`config.mk`:
```
export PLATFORM = sky130hd
export DESIGN_NAME = alu_iterative
export DESIGN_NICKNAME = d
export VERILOG_FILES = /design/src/rtl/alu_iterative.sv
export SDC_FILE = /design/constraint.sdc
export NUM_CORES = 1
export LEC_CHECK = 0
export ABC_AREA = 1
export BUFFER_PORTS_ARGS = -buffer_cell sky130_fd_sc_hd__clkbuf_2
export CAP_MARGIN = 25
export CELL_PAD_IN_SITES_DETAIL_PLACEMENT = 1
export CELL_PAD_IN_SITES_GLOBAL_PLACEMENT = 2
export CORE_MARGIN = 5
export CORE_UTILIZATION = 31
export CTS_BUF_LIST = sky130_fd_sc_hd__clkbuf_4 sky130_fd_sc_hd__clkbuf_8
export DETAILED_ROUTE_END_ITERATION = 8
export GPL_ROUTABILITY_DRIVEN = 1
export HOLD_SLACK_MARGIN = 0.06
export PLACE_DENSITY_LB_ADDON = 0.1
export SYNTH_ARGS = -nofsm -noshare
export SYNTH_HDL_FRONTEND = slang
export SYNTH_SLANG_ARGS = --single-unit
```
`constraint.sdc`:
```
create_clock -name clk -period 2.35 [get_ports clk]
set_clock_uncertainty 0.1 [all_clocks]
set_input_delay 0.235 -clock clk [delete_from_list [all_inputs] [get_ports clk]]
set_output_delay 0.235 -clock clk [all_outputs]
set_load 0.03 [all_outputs]
```
`src/rtl/alu_iterative.sv`:
```
// Clocked EX-stage ALU: 1-cycle basic ops plus bit-serial multiply/divide behind Start/Busy/Done.
// Optional signed DIV/REM (opcodes 1100/1101) when ALU_SIGNED_DIV_EN is defined.
module alu_iterative #(
  parameter int WIDTH = 32,
  parameter int CNTW  = $clog2(WIDTH + 1)
) (
  input  logic             clk,
  input  logic             rst_n,
  input  logic             Start,
  input  logic [WIDTH-1:0] SrcA,
  input  logic [WIDTH-1:0] SrcB,
  input  logic [3:0]       ALUControl,
  output logic [WIDTH-1:0] ALUResult,
  output logic             Busy,
  output logic             Done
);

  typedef enum logic {IDLE = 1'b0, RUN = 1'b1} state_t;

  localparam logic [CNTW-1:0] LAST_CNT = CNTW'(WIDTH - 1);

  state_t             state_r;
  logic [CNTW-1:0]    cnt_r;
  logic [3:0]         op_r;
  logic [WIDTH-1:0]   a_r;
  logic [WIDTH-1:0]   b_r;
  logic [2*WIDTH-1:0] acc_r;
  logic               dz_r;
  logic [WIDTH-1:0]   result_r;
  logic               busy_r;
  logic               done_r;
`ifdef ALU_SIGNED_DIV_EN
  logic               negq_r;
  logic               negr_r;
`endif

  logic [WIDTH-1:0]   alu_s;
  logic [WIDTH-1:0]   sub_s;
  logic               iter_s;
  logic [WIDTH-1:0]   dvd_s;
  logic [WIDTH-1:0]   dvs_s;
  logic [WIDTH:0]     mul_sum_s;
  logic [WIDTH:0]     div_shift_s;
  logic [WIDTH:0]     div_diff_s;
  logic               is_div_s;
  logic [2*WIDTH-1:0] acc_next_s;
  logic [WIDTH-1:0]   iter_res_s;

  assign sub_s = SrcA + ~SrcB + {{(WIDTH-1){1'b0}}, 1'b1};

  // Single-cycle result from the live operands
  always_comb begin
    alu_s = {WIDTH{1'b0}};
    case (ALUControl)
      4'b0000: alu_s = SrcA + SrcB;
      4'b0001: alu_s = sub_s;
      4'b0010: alu_s = SrcA & SrcB;
      4'b0011: alu_s = SrcA | SrcB;
      4'b0100: alu_s = SrcA ^ SrcB;
      4'b0101: alu_s = ~(SrcA | SrcB);
      4'b0110: alu_s = {{(WIDTH-1){1'b0}}, sub_s[WIDTH-1]};
      4'b0111: alu_s = {{(WIDTH-1){1'b0}}, (SrcA < SrcB)};
      default: alu_s = {WIDTH{1'b0}};
    endcase
  end

  // Operand preparation at accept; signed divides work on magnitudes
  always_comb begin
    iter_s = (ALUControl[3:2] == 2'b10);
    dvd_s  = SrcB;
    dvs_s  = SrcB;
    if (ALUControl[3:1] == 3'b101) begin
      dvd_s = SrcA;
    end else begin
      dvd_s = SrcB;
    end
`ifdef ALU_SIGNED_DIV_EN
    if (ALUControl[3:1] == 3'b110) begin
      iter_s = 1'b1;
      dvd_s  = SrcA[WIDTH-1] ? (~SrcA + {{(WIDTH-1){1'b0}}, 1'b1}) : SrcA;
      dvs_s  = SrcB[WIDTH-1] ? (~SrcB + {{(WIDTH-1){1'b0}}, 1'b1}) : SrcB;
    end else begin
      dvs_s  = SrcB;
    end
`endif
  end

  // One iteration step: acc holds {product_hi, multiplier} or {remainder, dividend/quotient}
  always_comb begin
    is_div_s    = op_r[3] & (op_r[2] | op_r[1]);
    mul_sum_s   = {1'b0, acc_r[2*WIDTH-1:WIDTH]} + (acc_r[0] ? {1'b0, a_r} : {(WIDTH+1){1'b0}});
    div_shift_s = {acc_r[2*WIDTH-1:WIDTH], acc_r[WIDTH-1]};
    div_diff_s  = div_shift_s - {1'b0, b_r};
    if (!is_div_s) begin
      acc_next_s = {mul_sum_s, acc_r[WIDTH-1:1]};
    end else if (div_diff_s[WIDTH]) begin
      acc_next_s = {div_shift_s[WIDTH-1:0], acc_r[WIDTH-2:0], 1'b0};
    end else begin
      acc_next_s = {div_diff_s[WIDTH-1:0], acc_r[WIDTH-2:0], 1'b1};
    end
  end

  // Completion-cycle result selection, including divide-by-zero and sign fix-up
  always_comb begin
    iter_res_s = {WIDTH{1'b0}};
    case (op_r)
      4'b1000: iter_res_s = acc_next_s[WIDTH-1:0];
      4'b1001: iter_res_s = acc_next_s[2*WIDTH-1:WIDTH];
      4'b1010: iter_res_s = dz_r ? {WIDTH{1'b1}} : acc_next_s[WIDTH-1:0];
      4'b1011: iter_res_s = dz_r ? a_r : acc_next_s[2*WIDTH-1:WIDTH];
`ifdef ALU_SIGNED_DIV_EN
      4'b1100: iter_res_s = dz_r ? {WIDTH{1'b1}} :
                            negq_r ? (~acc_next_s[WIDTH-1:0] + {{(WIDTH-1){1'b0}}, 1'b1}) :
                                     acc_next_s[WIDTH-1:0];
      4'b1101: iter_res_s = dz_r ? a_r :
                            negr_r ? (~acc_next_s[2*WIDTH-1:WIDTH] + {{(WIDTH-1){1'b0}}, 1'b1}) :
                                     acc_next_s[2*WIDTH-1:WIDTH];
`endif
      default: iter_res_s = {WIDTH{1'b0}};
    endcase
  end

  // Control FSM, operand/accumulator registers and registered outputs
  always_ff @(posedge clk or negedge rst_n) begin
    if (!rst_n) begin
      state_r  <= IDLE;
      cnt_r    <= {CNTW{1'b0}};
      op_r     <= 4'b0000;
      a_r      <= {WIDTH{1'b0}};
      b_r      <= {WIDTH{1'b0}};
      acc_r    <= {(2*WIDTH){1'b0}};
      dz_r     <= 1'b0;
      result_r <= {WIDTH{1'b0}};
      busy_r   <= 1'b0;
      done_r   <= 1'b0;
`ifdef ALU_SIGNED_DIV_EN
      negq_r   <= 1'b0;
      negr_r   <= 1'b0;
`endif
    end else begin
      done_r <= 1'b0;
      case (state_r)
        IDLE: begin
          if (Start && iter_s) begin
            state_r <= RUN;
            busy_r  <= 1'b1;
            cnt_r   <= {CNTW{1'b0}};
            op_r    <= ALUControl;
            a_r     <= SrcA;
            b_r     <= dvs_s;
            acc_r   <= {{WIDTH{1'b0}}, dvd_s};
            dz_r    <= (SrcB == {WIDTH{1'b0}});
`ifdef ALU_SIGNED_DIV_EN
            negq_r  <= SrcA[WIDTH-1] ^ SrcB[WIDTH-1];
            negr_r  <= SrcA[WIDTH-1];
`endif
          end else if (Start) begin
            result_r <= alu_s;
            done_r   <= 1'b1;
          end
        end
        RUN: begin
          acc_r <= acc_next_s;
          cnt_r <= cnt_r + {{(CNTW-1){1'b0}}, 1'b1};
          if (cnt_r == LAST_CNT) begin
            state_r  <= IDLE;
            busy_r   <= 1'b0;
            done_r   <= 1'b1;
            result_r <= iter_res_s;
          end
        end
        default: begin
          state_r <= IDLE;
          busy_r  <= 1'b0;
        end
      endcase
    end
  end

  assign ALUResult = result_r;
  assign Busy      = busy_r;
  assign Done      = done_r;

endmodule

```
* Word-level counts from Yosys, hierarchy flattened *
Index checks and enable logic that the tools add are counted.

operators by class
  add/subtract/negate cells = 6
  magnitude comparators = 1
  equality and inequality tests = 18
  muxes and demuxes = 26
  bitwise logic cells = 8
  reductions and logical operators = 6

operators with widths
  kind                     number
  $pmux W32 S8             1
  $mux W32                 7
  $mux W64                 3
  $pmux W32 S4             1
  $pmux W64 S2             1
  $add A32 B32 Y32         2
  $not A32 Y32             2
  $pmux W32 S2             1
  $add A32 B32 Y33         1
  $sub A33 B32 Y33         1
  $add A32 B1 Y32 const B  1
  $and A32 B32 Y32         1
  $logic_not A32 Y1        1
  $lt A32 B32 Y1           1
  $or A32 B32 Y32          1
  $xor A32 B32 Y32         1
  $eq A4 B3 Y1 const B     4
  $eq A4 B4 Y1 const B     4
  $pmux W6 S2              1
  $eq A4 B2 Y1 const B     2
  $mux W1                  7
  $add A6 B1 Y6 const B    1
  $eq A6 B5 Y1 const B     1
  $mux W6                  1
  other kinds (13)         18

storage, ports and cells
  register bits after elaboration = 174
  input port bits = 71
  output and inout bits = 34
  logic and storage cells = 75

* Logic depth before layout (Yosys ltp) *
Gate-level depths: netlist of run 1.

  depth after elaboration = 7
  gate-level depth with buffers = 23

* Worst setup path before layout of run 1 *
No wires, ideal clock.

  path type = register -> register
  start point = register acc_r[0]
  end point = register result_r[22], in the netlist ALUResult[22]
  setup time = 0.073 ns
  arrival time = 2.391 ns
  path slack = -0.214 ns
  cell stages (with the launch flop) = 21
  buffers on the path = 2
  cells stage by stage = dfrtp_1 clkbuf_1 clkbuf_1 nand2_1 inv_1 ha_1 a21oi_1 nand2_1 nand2_1 nand3_1 nand2_1 nand2_1 nand2_1 nand2_1 nand2_1 inv_1 o21ai_0 nand3_1 nand2_1 nand2_1 a21oi_2

on the way
  word-level cells in the longest chain between the ends = 7

RTL lines
  item                    line  RTL
  start, declared         27    logic [2*WIDTH-1:0] acc_r;
  start signal, assigned  131   acc_r <= {(2*WIDTH){1'b0}};
  start signal, assigned  151   acc_r <= {{WIDTH{1'b0}}, dvd_s};
  start signal, assigned  163   acc_r <= acc_next_s;
  $mux W32 (*)            91    mul_sum_s = {1'b0, acc_r[2*WIDTH-1:WIDTH]} + (acc_r[0] ? {1'b0, a_r} : {(WIDTH+1){1'b0}});
  $add A32 B32 Y33 (*)    91
  $mux W64 (*)            94    if (!is_div_s) begin
  $mux W32                110   4'b1011: iter_res_s = dz_r ? a_r : acc_next_s[2*WIDTH-1:WIDTH];
  $pmux W32 S4 (*)        106   case (op_r)
  $mux W32 (*)            165   if (cnt_r == LAST_CNT) begin
  $pmux W32 S2 (*)        142   case (state_r)
  end signal, assigned    133   result_r <= {WIDTH{1'b0}};
  end signal, assigned    158   result_r <= alu_s;
  end signal, assigned    169   result_r <= iter_res_s;
  end, declared           29    logic [WIDTH-1:0] result_r;

Mark *: on every way between the ends. The rest lies on a longest branch, timed or not. The select of a mux whose other input is x is not followed.
A chain may end at the register's enable or synchronous reset.

* Worst setup path after layout of run 1 *
  start point = register acc_r[31]
  end point = register result_r[0], in the netlist ALUResult[0]

on the way
  word-level cells in the longest chain between the ends = 7

RTL lines
  item                         line      RTL
  $sub A33 B32 Y33             93        div_diff_s = div_shift_s - {1'b0, b_r};
  $mux W64 (*)                 96        end else if (div_diff_s[WIDTH]) begin
  $mux W64 (*)                 94
  $mux W32 (on tied branches)  110, 109
  $pmux W32 S4 (*)             106
  $mux W32 (*)                 165
  $pmux W32 S2 (*)             142

Marked as above.

==> flow_summary.json, run 1 <==
{
  "async_flop_share": 1.00,
  "fin_setup_tns_ps": -36260,
  "finish.utilization": 0.476,
  "place_ws_ps": -941,
  "cts_buffers": 17,
  "r2r_start": "acc_r[31]$_DFFE_PN0P_",
  "worst_slack_ps": -691,
  "peakVddDrop_mv": 0.671,
  "critPathLaunch": "acc_r[31]$_DFFE_PN0P_",
  "die_w_um": 262,
  "start_util": 0.313,
  "synthesis.nets": 3499,
  "numPortBuffers": 104,
  "io_pins": 105,
  "grt_max_degree": 72,
  "finalCriticalPeriod_ps": 3040,
  "synth-edff-count": 0,
  "core_area_mm2": 0.0631,
  "synth_ff_type": "dfrtp_1",
  "setup_viol": 65,
  "first_iter_violations": 2027,
  "leakage_nw": 16.0,
  "start_kind": "flop",
  "htree_levels": 4,
  "drc_errors": 0,
  "failed_checks": "setup timing",
  "area_growth_pct": 52.2,
  "cp_data_arrival_time_ps": 3400,
  "final_common_cell": "nand2_1",
  "gr-total-overflow": 0,
  "grt_pass1_wl_mm": 176,
  "maxCapViolations": 0,
  "relSlewSlack": 0.333,
  "yosysUniqueCellTypes": 48,
  "drive_above_1_share": 0.314,
  "rsz0062_at_grt": "true",
  "syn_inst": 3263,
  "hp-class": "in2reg",
  "hold_viol": 0,
  "cp.required_ps": 2710,
  "endpoint_kind": "flop",
  "cts_root_buffer": "clkbuf_8",
  "synth.area.top_cells": "dfrtp_1 (22%), nand2_1 (18%), ha_1 (10%)",
  "antenna_found_initial": 3,
  "ant_nets": 0,
  "maxSlewViolCount": 0,
  "ys_warn_count": 0,
  "place_congestion": 1.04,
  "power_mw": 47.1,
  "synth.top_cell.area_share": 0.221,
  "vias_per_cell": 5.34,
  "clock.fmax_mhz": 329,
  "synth.cell_area_mm2": 0.0197,
  "synth_seq_area_share": 0.221,
  "clock_latency_ps": 530,
  "syn_area_per_cell_um2": 6.04,
  "die-area_mm2": 0.0687,
  "holdWs_ps": 104,
  "dr.pass1.iters": 5,
  "wl_per_cell_um": 23.6,
  "clock-sinks": 174,
  "clock_path_buffers": 2,
  "worst_pin_slew_ps": 1000,
  "nFillCells": 8418,
  "wl_mm": 119,
  "clkTransAtPathRegs_ps": 110,
  "ys_ff_latch": 174,
  "grt_pass1_vias": 28700,
  "criticalPathCategory": "reg2reg",
  "final_nets": 4416,
  "cp_max_fo": 5,
  "period_share": 1.29,
  "min-delay-start": "SrcA[20]",
  "grt_use_total": 0.337,
  "vias": 26900,
  "row_count": 92,
  "die_h_um": 262,
  "tritoncts": "yes",
  "layout_common_cells": "nand2_1 (855), buf_4 (801), inv_1 (469)",
  "power.density_mw_per_mm2": 1570,
  "synth_top_area_cell": "dfrtp_1",
  "r2r_slack_ps": -690,
  "hpwl_mm": 96.5,
  "status": "complete, but fails checks"
}
[report_power, final]
| group | internal [mW] | switching (mW) |
|---|---|---|
| clock | 1.13 | 1.38 |
| sequential | 4.61 | 1.19 |
| combinational | 16.4 | 22.4 |
[state kept, by name (all words and copies together) (netlist names)]
register   cells
dz_r           1
a_r           32
Busy           1
state_r        1
acc_r         64
b_r           32
op_r           4
cnt_r          6
Done           1
ALUResult     32
[worst max-delay path: stages, from the launching register on]
cell	delay, ps
dfrtp_1	420
inv_2	80
ha_4	150
inv_4	40
fa_2	390
nand3_2	70
nand3_2	70
nand2_2	100
nand2_4	70
nand2_4	70
nand2_4	70
nand2_4	100
nand2_4	70
nand2_4	90
nand2_4	60
buf_6	120
buf_12	120
buf_12	130
nand2_4	60
nand3_4	100
nand2_4	110
nand2_4	60
nand2_4	80
nand2_4	70
a21oi_2	170
[layout make-up]
type,instances,area (µm²),share of cell area
repair buffers,1018,8000,0.267
clock buffers,19,262,0.00872
well taps,846,1060,0.0353
flip-flops and latches,174,4360,0.145
multi-input cells,2481,14300,0.477
diodes,1,2.50,0.0000834
clock inverters,13,176,0.00588
inverters,488,1840,0.0612
[Yosys cell counts, types with 7 or more instances]
cell	count
nand4_1	40
a21oi_1	241
o22ai_1	14
a31oi_1	16
o221ai_1	36
o221a_2	17
nand2_2	7
xnor2_1	10
buf_2	12
o21bai_1	8
nand2_1	952
nor3_1	39
or2_2	9
nor2_1	249
a32o_1	20
a221oi_1	23
ha_1	161
xor2_1	9
clkbuf_1	97
o21ai_0	277
a21oi_2	16
inv_1	482
dfrtp_1	174
nand3_1	281
nand3_2	9
[stage by stage]
step | cell area, µm² | std cells
after global placement | 27200 | 4895
after floorplan | 19900 | 3263
after global routing | 30000 | 5040
final | 30000 | 5040
after detailed placement | 27200 | 4895
after CTS | 29500 | 5024
[what timing repair did]
action	4_1_cts	5_1_grt
resized for setup	222	102
endpoints found under the setup margin	65	66
hold buffers	70	0
cloned	2	2
pin swaps	34	48
endpoints found under the hold margin	132	0
setup buffers	26	14
[logic make-up after synthesis]
| kind of cell | Yosys count | share of synthesized area |
|---|---|---|
| AOI/OAI and AO/OA | 688 | 0.205 |
| xor gates and xnor gates | 19 | 0.00844 |
| adders and majority gates | 165 | 0.106 |
| buffers and inverters | 608 | 0.119 |
| DFF | 174 | 0.221 |
| and+or+nand+nor | 1609 | 0.341 |
[per-layer routing]
metal,up-vias,GRT usage,share of wire
met3,220,0.0395,0.051
met2,782,0.572,0.47
met5,-,0,0
li1,12600,-,-
met4,0,0.141,0.048
met1,13400,0.435,0.43
[final timing paths]
path / endpoint / depth (start not counted)
max: ALUResult[0]$_DFFE_PN0P_ / 24
min: acc_r[20]$_DFFE_PN0P_ / 4
max reg2reg: ALUResult[0]$_DFFE_PN0P_ / 24
min reg2reg: Busy$_DFFE_PN0P_ / 2
max in group asynchronous: acc_r[0]$_DFFE_PN0P_ / 3
min in group asynchronous: cnt_r[1]$_DFFE_PN0P_ / 2
(Power assumes the default switching activity.)
==> inputs of run 2 (changes only) <==
--- a/config.mk
+++ b/config.mk
@@ -11,7 +11,7 @@
 export CELL_PAD_IN_SITES_DETAIL_PLACEMENT = 1
 export CELL_PAD_IN_SITES_GLOBAL_PLACEMENT = 2
 export CORE_MARGIN = 5
-export CORE_UTILIZATION = 31
+export CORE_UTILIZATION = 38
 export CTS_BUF_LIST = sky130_fd_sc_hd__clkbuf_4 sky130_fd_sc_hd__clkbuf_8
 export DETAILED_ROUTE_END_ITERATION = 8
 export GPL_ROUTABILITY_DRIVEN = 1
==> constraint.sdc (replaced) <==
create_clock -name clk -period 3.52 [get_ports clk]
set_clock_uncertainty 0.1 [all_clocks]
set_input_delay 0.352 -clock clk [delete_from_list [all_inputs] [get_ports clk]]
set_output_delay 0.352 -clock clk [all_outputs]
set_load 0.03 [all_outputs]
==> run 2 against run 1 <==
  * Critical path type unchanged
  * Fmax fell by 8.5%
  * Flip-flop and latch count did not move
  * Non-clock buffer count fell by 822
  * The flow now finishes without violations
  * Final cell count decreased by 20%
  * Sequential power is 29% lower
  * Power shrank 53%
==> flow_summary.json, run 2 (synthesized netlist as in run 1, its figures left out) <==
{
  "hold_viol": 0,
  "worst_pin_slew_ps": 975,
  "wl_per_cell_um": 24.4,
  "min-delay-start": "SrcA[9]",
  "r2r_slack_ps": 200,
  "finalCriticalPeriod_ps": 3320,
  "row_count": 83,
  "place_ws_ps": 57.6,
  "nFillCells": 7065,
  "clkTransAtPathRegs_ps": 120,
  "dr.pass1.iters": 6,
  "final_nets": 3596,
  "drive_above_1_share": 0.0886,
  "setup_viol": 0,
  "stdcell_count": 4055,
  "relSlewSlack": 0.350,
  "largest-register": "acc_r",
  "grt_use_total": 0.335,
  "htree_levels": 4,
  "peakVddDrop_mv": 0.377,
  "criticalPathCategory": "reg2reg",
  "io_pins": 105,
  "cts_buffers": 17,
  "cts_root_buffer": "clkbuf_8",
  "period_share": 0.944,
  "start_util": 0.384,
  "place_congestion": 0.947,
  "clock_path_buffers": 2,
  "largest_register_ffs": 64,
  "r2r_end": "ALUResult[29]$_DFFE_PN0P_",
  "gr-total-overflow": 0,
  "grt_pass1_vias": 23800,
  "vias_per_cell": 5.74,
  "core_area_mm2": 0.0514,
  "hp-class": "in2reg",
  "cts_setup_buffers": 0,
  "die-area_mm2": 0.0565,
  "hpwl_mm": 82.1,
  "clock-sinks": 174,
  "hold_end": "a_r[9]$_DFFE_PN0P_",
  "vias": 23300,
  "final_common_cell": "nand2_1",
  "hold-path-cell-count": 3,
  "wl_mm": 98.7,
  "die_h_um": 238,
  "grt_max_degree": 102,
  "clock_latency_ps": 520,
  "tritoncts": "yes",
  "ant_nets": 0,
  "first_iter_violations": 1863,
  "area_growth_pct": 11.3,
  "layout_common_cells": "nand2_1 (950), inv_1 (481), nand3_1 (279)",
  "drc_errors": 0,
  "cp_data_arrival_time_ps": 3670,
  "worst_slack_ps": 197,
  "start_kind": "flop",
  "endpoint_kind": "flop",
  "antenna_found_initial": 1,
  "grt_pass1_wl_mm": 146,
  "cp_max_fo": 5,
  "power.density_mw_per_mm2": 1010,
  "r2r_start": "acc_r[32]$_DFFE_PN0P_",
  "numPortBuffers": 104,
  "maxSlewViolCount": 0,
  "status": "completed",
  "leakage_nw": 11.7,
  "maxCapViolations": 0,
  "cp.required_ps": 3870,
  "die_w_um": 238,
  "ff2ff_path_depth": 17,
  "placed_cells": 4004,
  "critPathLaunch": "acc_r[32]$_DFFE_PN0P_",
  "clock.fmax_mhz": 301
}
run 2: changes by cell type in the layout (fill, tap and decap cells not counted), sizes merged:
cell and delta:
inv +3, bufinv -3, clkbuf -2, buf -764
clkinv -1, dlygate4sd3 -55, diode +1, nand2 +2
run 2: area by class of cell:
class                           count  area [µm²]  share of cell area
Clock inverter                     12         121             0.00553
Clock buffer                       20         263              0.0120
Tap cell                          680         851              0.0388
Timing Repair Buffer              196        1360              0.0621
Sequential cell                   174        4360               0.199
Multi-Input combinational cell   2483       13200               0.599
Inverter                          488        1830              0.0835
Antenna cell                        2        5.00            0.000228
run 2: per-layer routing:
layer,up-vias,part of all wire,GRT usage
li1,10900,-,-
met1,11500,0.44,0.450
met2,781,0.47,0.561
met3,112,0.065,0.0522
met4,0,0.031,0.0962
met5,-,0,0
run 2: stage by stage:
stage / utilization / TNS (ps) / hold WS (ps) / total power [mW] / cell area [µm²]
final: 0.427 / 0 / 90.1 / 22.1 / 21900
after global routing: 0.427 / -7.84 / 61.5 / 23.9 / 21900
after CTS: 0.424 / 0 / 60.7 / 21.5 / 21800
after detailed placement: 0.414 / 0 / 364 / 19.9 / 21300
after global placement: 0.414 / 0 / 355 / 19.4 / 21300
after floorplan: - / 0 / -43.6 / 14.7 / 19700
run 2: worst max-delay path, stage by stage (launching register included):
cell and delay, ps:
dfrtp_1 590, ha_1 430, fa_1 300, nand3_1 100
nand2_1 190, inv_1 70, o21ai_0 180, buf_4 150
nand3_1 60, nand2_1 200, nand2_1 150, nand2_1 90
nand2_1 50, nand3_1 130, nand3_1 110, nand2_1 80
nand2_1 90, a21oi_1 190
run 2: timing repair:
| action | CTS | global route |
|---|---|---|
| hold buffers | 15 | 0 |
| setup endpoints to repair | 0 | 47 |
| gates resized for setup | 0 | 16 |
| hold endpoints to repair | 103 | 0 |
run 2: power breakdown:
group	switching [mW]	internal (mW)
logic	11.3	5.19
registers	1.06	3.08
clock network	0.905	0.557
total	13.2	8.83
run 2: worst max-delay path by stage:
stage	endpoint	slack (ps)
2_1_floorplan	ALUResult[22]$_DFFE_PN0P_	960
3_3_place_gp	ALUResult[29]$_DFFE_PN0P_	180
3_5_place_dp	ALUResult[5]$_DFFE_PN0P_	60
4_1_cts	ALUResult[7]$_DFFE_PN0P_	40
5_1_grt	ALUResult[3]$_DFFE_PN0P_	-8
6_report	ALUResult[29]$_DFFE_PN0P_	200
==> inputs of run 3 (changes only) <==
--- a/config.mk
+++ b/config.mk
@@ -5,18 +5,18 @@
 export SDC_FILE = /design/constraint.sdc
 export NUM_CORES = 1
 export LEC_CHECK = 0
-export ABC_AREA = 1
 export BUFFER_PORTS_ARGS = -buffer_cell sky130_fd_sc_hd__clkbuf_2
 export CAP_MARGIN = 25
 export CELL_PAD_IN_SITES_DETAIL_PLACEMENT = 1
 export CELL_PAD_IN_SITES_GLOBAL_PLACEMENT = 2
 export CORE_MARGIN = 5
-export CORE_UTILIZATION = 38
+export CORE_UTILIZATION = 41
 export CTS_BUF_LIST = sky130_fd_sc_hd__clkbuf_4 sky130_fd_sc_hd__clkbuf_8
 export DETAILED_ROUTE_END_ITERATION = 8
 export GPL_ROUTABILITY_DRIVEN = 1
 export HOLD_SLACK_MARGIN = 0.06
 export PLACE_DENSITY_LB_ADDON = 0.1
+export REMOVE_ABC_BUFFERS = 1
 export SYNTH_ARGS = -nofsm -noshare
 export SYNTH_HDL_FRONTEND = slang
 export SYNTH_SLANG_ARGS = --single-unit
==> run 3 against run 2 <==
  * The flow now finishes with violations (setup timing)
  * First-iteration DRC count is 7.1% higher
  * Non-clock buffer count is 352 higher
  * Register-to-register slack worse by 350 ps
  * Critical path depth is 2 lower
  * Area after synthesis is 11% lower
  * Setup slack worse by 350 ps
  * Largest power group unchanged
  * Critical path type unchanged
  * Routed wire length is 8.9% lower
  * Worst hold slack better by 16 ps
  * Largest cell class unchanged
==> flow_summary.json, run 3 <==
{
  "worst_pin_slew_ps": 982,
  "holdWs_ps": 106,
  "cts_buffers": 17,
  "path_buf_inv": 4,
  "syn_area_per_cell_um2": 7.47,
  "failed_checks": "setup timing",
  "cp.required_ps": 3820,
  "async_flop_share": 1.00,
  "grt_use_total": 0.364,
  "hold_viol": 0,
  "grt_max_degree": 83,
  "relSlewSlack": 0.339,
  "crit_path_max_incr_delay_ps": 460,
  "synth_ff_type": "dfrtp_1",
  "final_common_cell": "buf_4",
  "criticalPathCategory": "reg2reg",
  "numPortBuffers": 104,
  "vias": 21000,
  "syn_inst": 2351,
  "synth_top_area_cell": "dfrtp_1",
  "maxSlewViolCount": 0,
  "power.density_mw_per_mm2": 966,
  "stdcell_count": 3326,
  "wl_mm": 89.9,
  "ys_warn_count": 0,
  "rsz0062_at_grt": "true",
  "core_area_mm2": 0.0421,
  "cp_data_arrival_time_ps": 3970,
  "power_mw": 22.4,
  "crit_slowest_cell": "dfrtp_1",
  "crit_family": "simple AND/OR/NAND/NOR gates",
  "layout_common_cells": "buf_4 (419), nand2_1 (365), o21ai_0 (194)",
  "tritoncts": "yes",
  "vias_per_cell": 6.32,
  "synth.top_cell.area_share": 0.248,
  "drc_errors": 0,
  "clock.fmax_mhz": 273,
  "fin_area_mm2": 0.0232,
  "drive_above_1_share": 0.269,
  "synth.cell_area_mm2": 0.0176,
  "diodes": 0,
  "clock_latency_ps": 520,
  "ys_ff_latch": 174,
  "grt_pass1_vias": 21200,
  "ant_nets": 0,
  "row_count": 75,
  "io_pins": 105,
  "htree_levels": 4,
  "wl_per_cell_um": 27.0,
  "yosysUniqueCellTypes": 81,
  "die_h_um": 217,
  "clock_path_buffers": 2,
  "placed_cell_area_mm2": 0.0214,
  "synth.area.top_cells": "dfrtp_1 (25%), ha_1 (11%), nand2_1 (7.9%)",
  "crit_chain": "buf_6, buf_6, and2_1, ha_1, buf_4, inv_1, or3_1, a211o_1, nand2_4, o31ai_4, a211oi_2, o31a_1, nor4_1, nor4_1, nand2_1",
  "maxCapViolations": 0,
  "cts_root_buffer": "clkbuf_8",
  "die_w_um": 217,
  "peakVddDrop_mv": 0.576,
  "period_share": 1.04,
  "netlist_top_cells_count": "nand2_1 (370), o21ai_0 (215), dfrtp_1 (174)",
  "hp-class": "in2reg",
  "antenna_found_initial": 5,
  "largest-register": "acc_r",
  "status": "complete, but fails checks",
  "clkTransAtPathRegs_ps": 110,
  "clock-sinks": 174,
  "finalCriticalPeriod_ps": 3670,
  "first_iter_violations": 1995,
  "area_growth_pct": 32.1,
  "dr.pass1.iters": 5,
  "nFillCells": 5200,
  "start_util": 0.417,
  "yosysMostFrequentCell": "nand2_1",
  "worst_slack_ps": -149,
  "setup_viol": 11,
  "leakage_nw": 10.8,
  "place_congestion": 0.980,
  "synth_seq_area_share": 0.248,
  "die-area_mm2": 0.0471,
  "hpwl_mm": 69.5,
  "synth-edff-count": 0,
  "gr-total-overflow": 0,
  "largest_register_ffs": 64,
  "start_kind": "flop",
  "cp_max_fo": 6,
  "endpoint_kind": "flop",
  "placed_cells": 3264,
  "grt_pass1_wl_mm": 133,
  "final_nets": 3010
}
## run 3: cell types whose count changed in the layout (fill, tap and decap cells not counted), sizes merged, moves of 38 or more
cell | previous run | this run
xnor2 | 10 | 50
a21oi | 257 | 167
a21o | 5 | 43
nand3 | 290 | 61
buf | 78 | 443
inv | 494 | 153
nand2 | 963 | 370
nor2 | 254 | 154
and2 | 5 | 50
o21ai | 280 | 222
## run 3: cell type report
| type | instances | area [µm²] | area share |
|---|---|---|---|
| timing repair buffer | 548 | 4050 | 0.174 |
| tap | 539 | 674 | 0.0291 |
| clock buffer | 20 | 269 | 0.0116 |
| inverter | 150 | 563 | 0.0243 |
| sequential | 174 | 4360 | 0.188 |
| multi-input combinational | 1883 | 13100 | 0.565 |
| clock inverter | 12 | 183 | 0.00788 |
## run 3: repair_timing
item,CTS,global route
endpoints found under the hold margin,77,0
gates resized for setup,100,120
setup endpoints to repair,64,55
setup buffers,9,21
gates cloned,1,0
pin swaps,48,56
hold buffers,2,0
## run 3: through the flow
| stage | setup TNS (ps) | util | setup slack, ps |
|---|---|---|---|
| finish | -504 | 0.550 | -149 |
| CTS | -0.588 | 0.534 | -0.588 |
| detailed placement | -17660 | 0.508 | -665 |
| global route | -3110 | 0.550 | -196 |
| global placement | -11060 | 0.508 | -609 |
| floorplan | -63910 | - | -608 |
## run 3: cells by family after synthesis
| logic type | Yosys count | share of synthesized area |
|---|---|---|
| compound gates | 827 | 0.313 |
| simple gates | 791 | 0.202 |
| buf+inv | 294 | 0.0649 |
| flops | 174 | 0.248 |
| fa+ha+maj | 165 | 0.119 |
| xor+xnor | 73 | 0.0364 |
| mux | 27 | 0.0157 |
## run 3: worst paths after layout
kind                                 startpoint                         to  slack (ps)  depth (start not counted)
max                        acc_r[0]$_DFFE_PN0P_  ALUResult[29]$_DFFE_PN0P_        -150                         15
min                                    SrcA[29]        a_r[29]$_DFFE_PN0P_         110                          3
max reg2reg                acc_r[0]$_DFFE_PN0P_  ALUResult[29]$_DFFE_PN0P_        -150                         15
min reg2reg                 b_r[30]$_DFFE_PN0P_        b_r[30]$_DFFE_PN0P_         390                          2
max in group asynchronous                 rst_n      acc_r[26]$_DFFE_PN0P_        2060                          3
min in group asynchronous                 rst_n      acc_r[36]$_DFFE_PN0P_         320                          2
## run 3: worst register-to-register path, stage by stage, from the launching register on
cell	delay, ps
dfrtp_1	460
buf_6	170
buf_6	130
and2_1	160
ha_1	330
buf_4	140
inv_1	40
or3_1	380
a211o_1	360
nand2_4	140
o31ai_4	80
a211oi_2	290
o31a_1	270
nor4_1	90
nor4_1	310
nand2_1	90
## run 3: report_power, final
| part | switching, mW | internal (mW) |
|---|---|---|
| Sequential | 1.01 | 2.91 |
| Combinational | 9.74 | 7.06 |
| Clock | 0.867 | 0.827 |
## run 3: layer usage
metal  share of wire  track usage  routed length [µm]
met5         0.00019            0                  17
met4           0.034        0.114                3060
met3           0.079       0.0621                7080
met2            0.44        0.569               39900
met1            0.44        0.517               39800
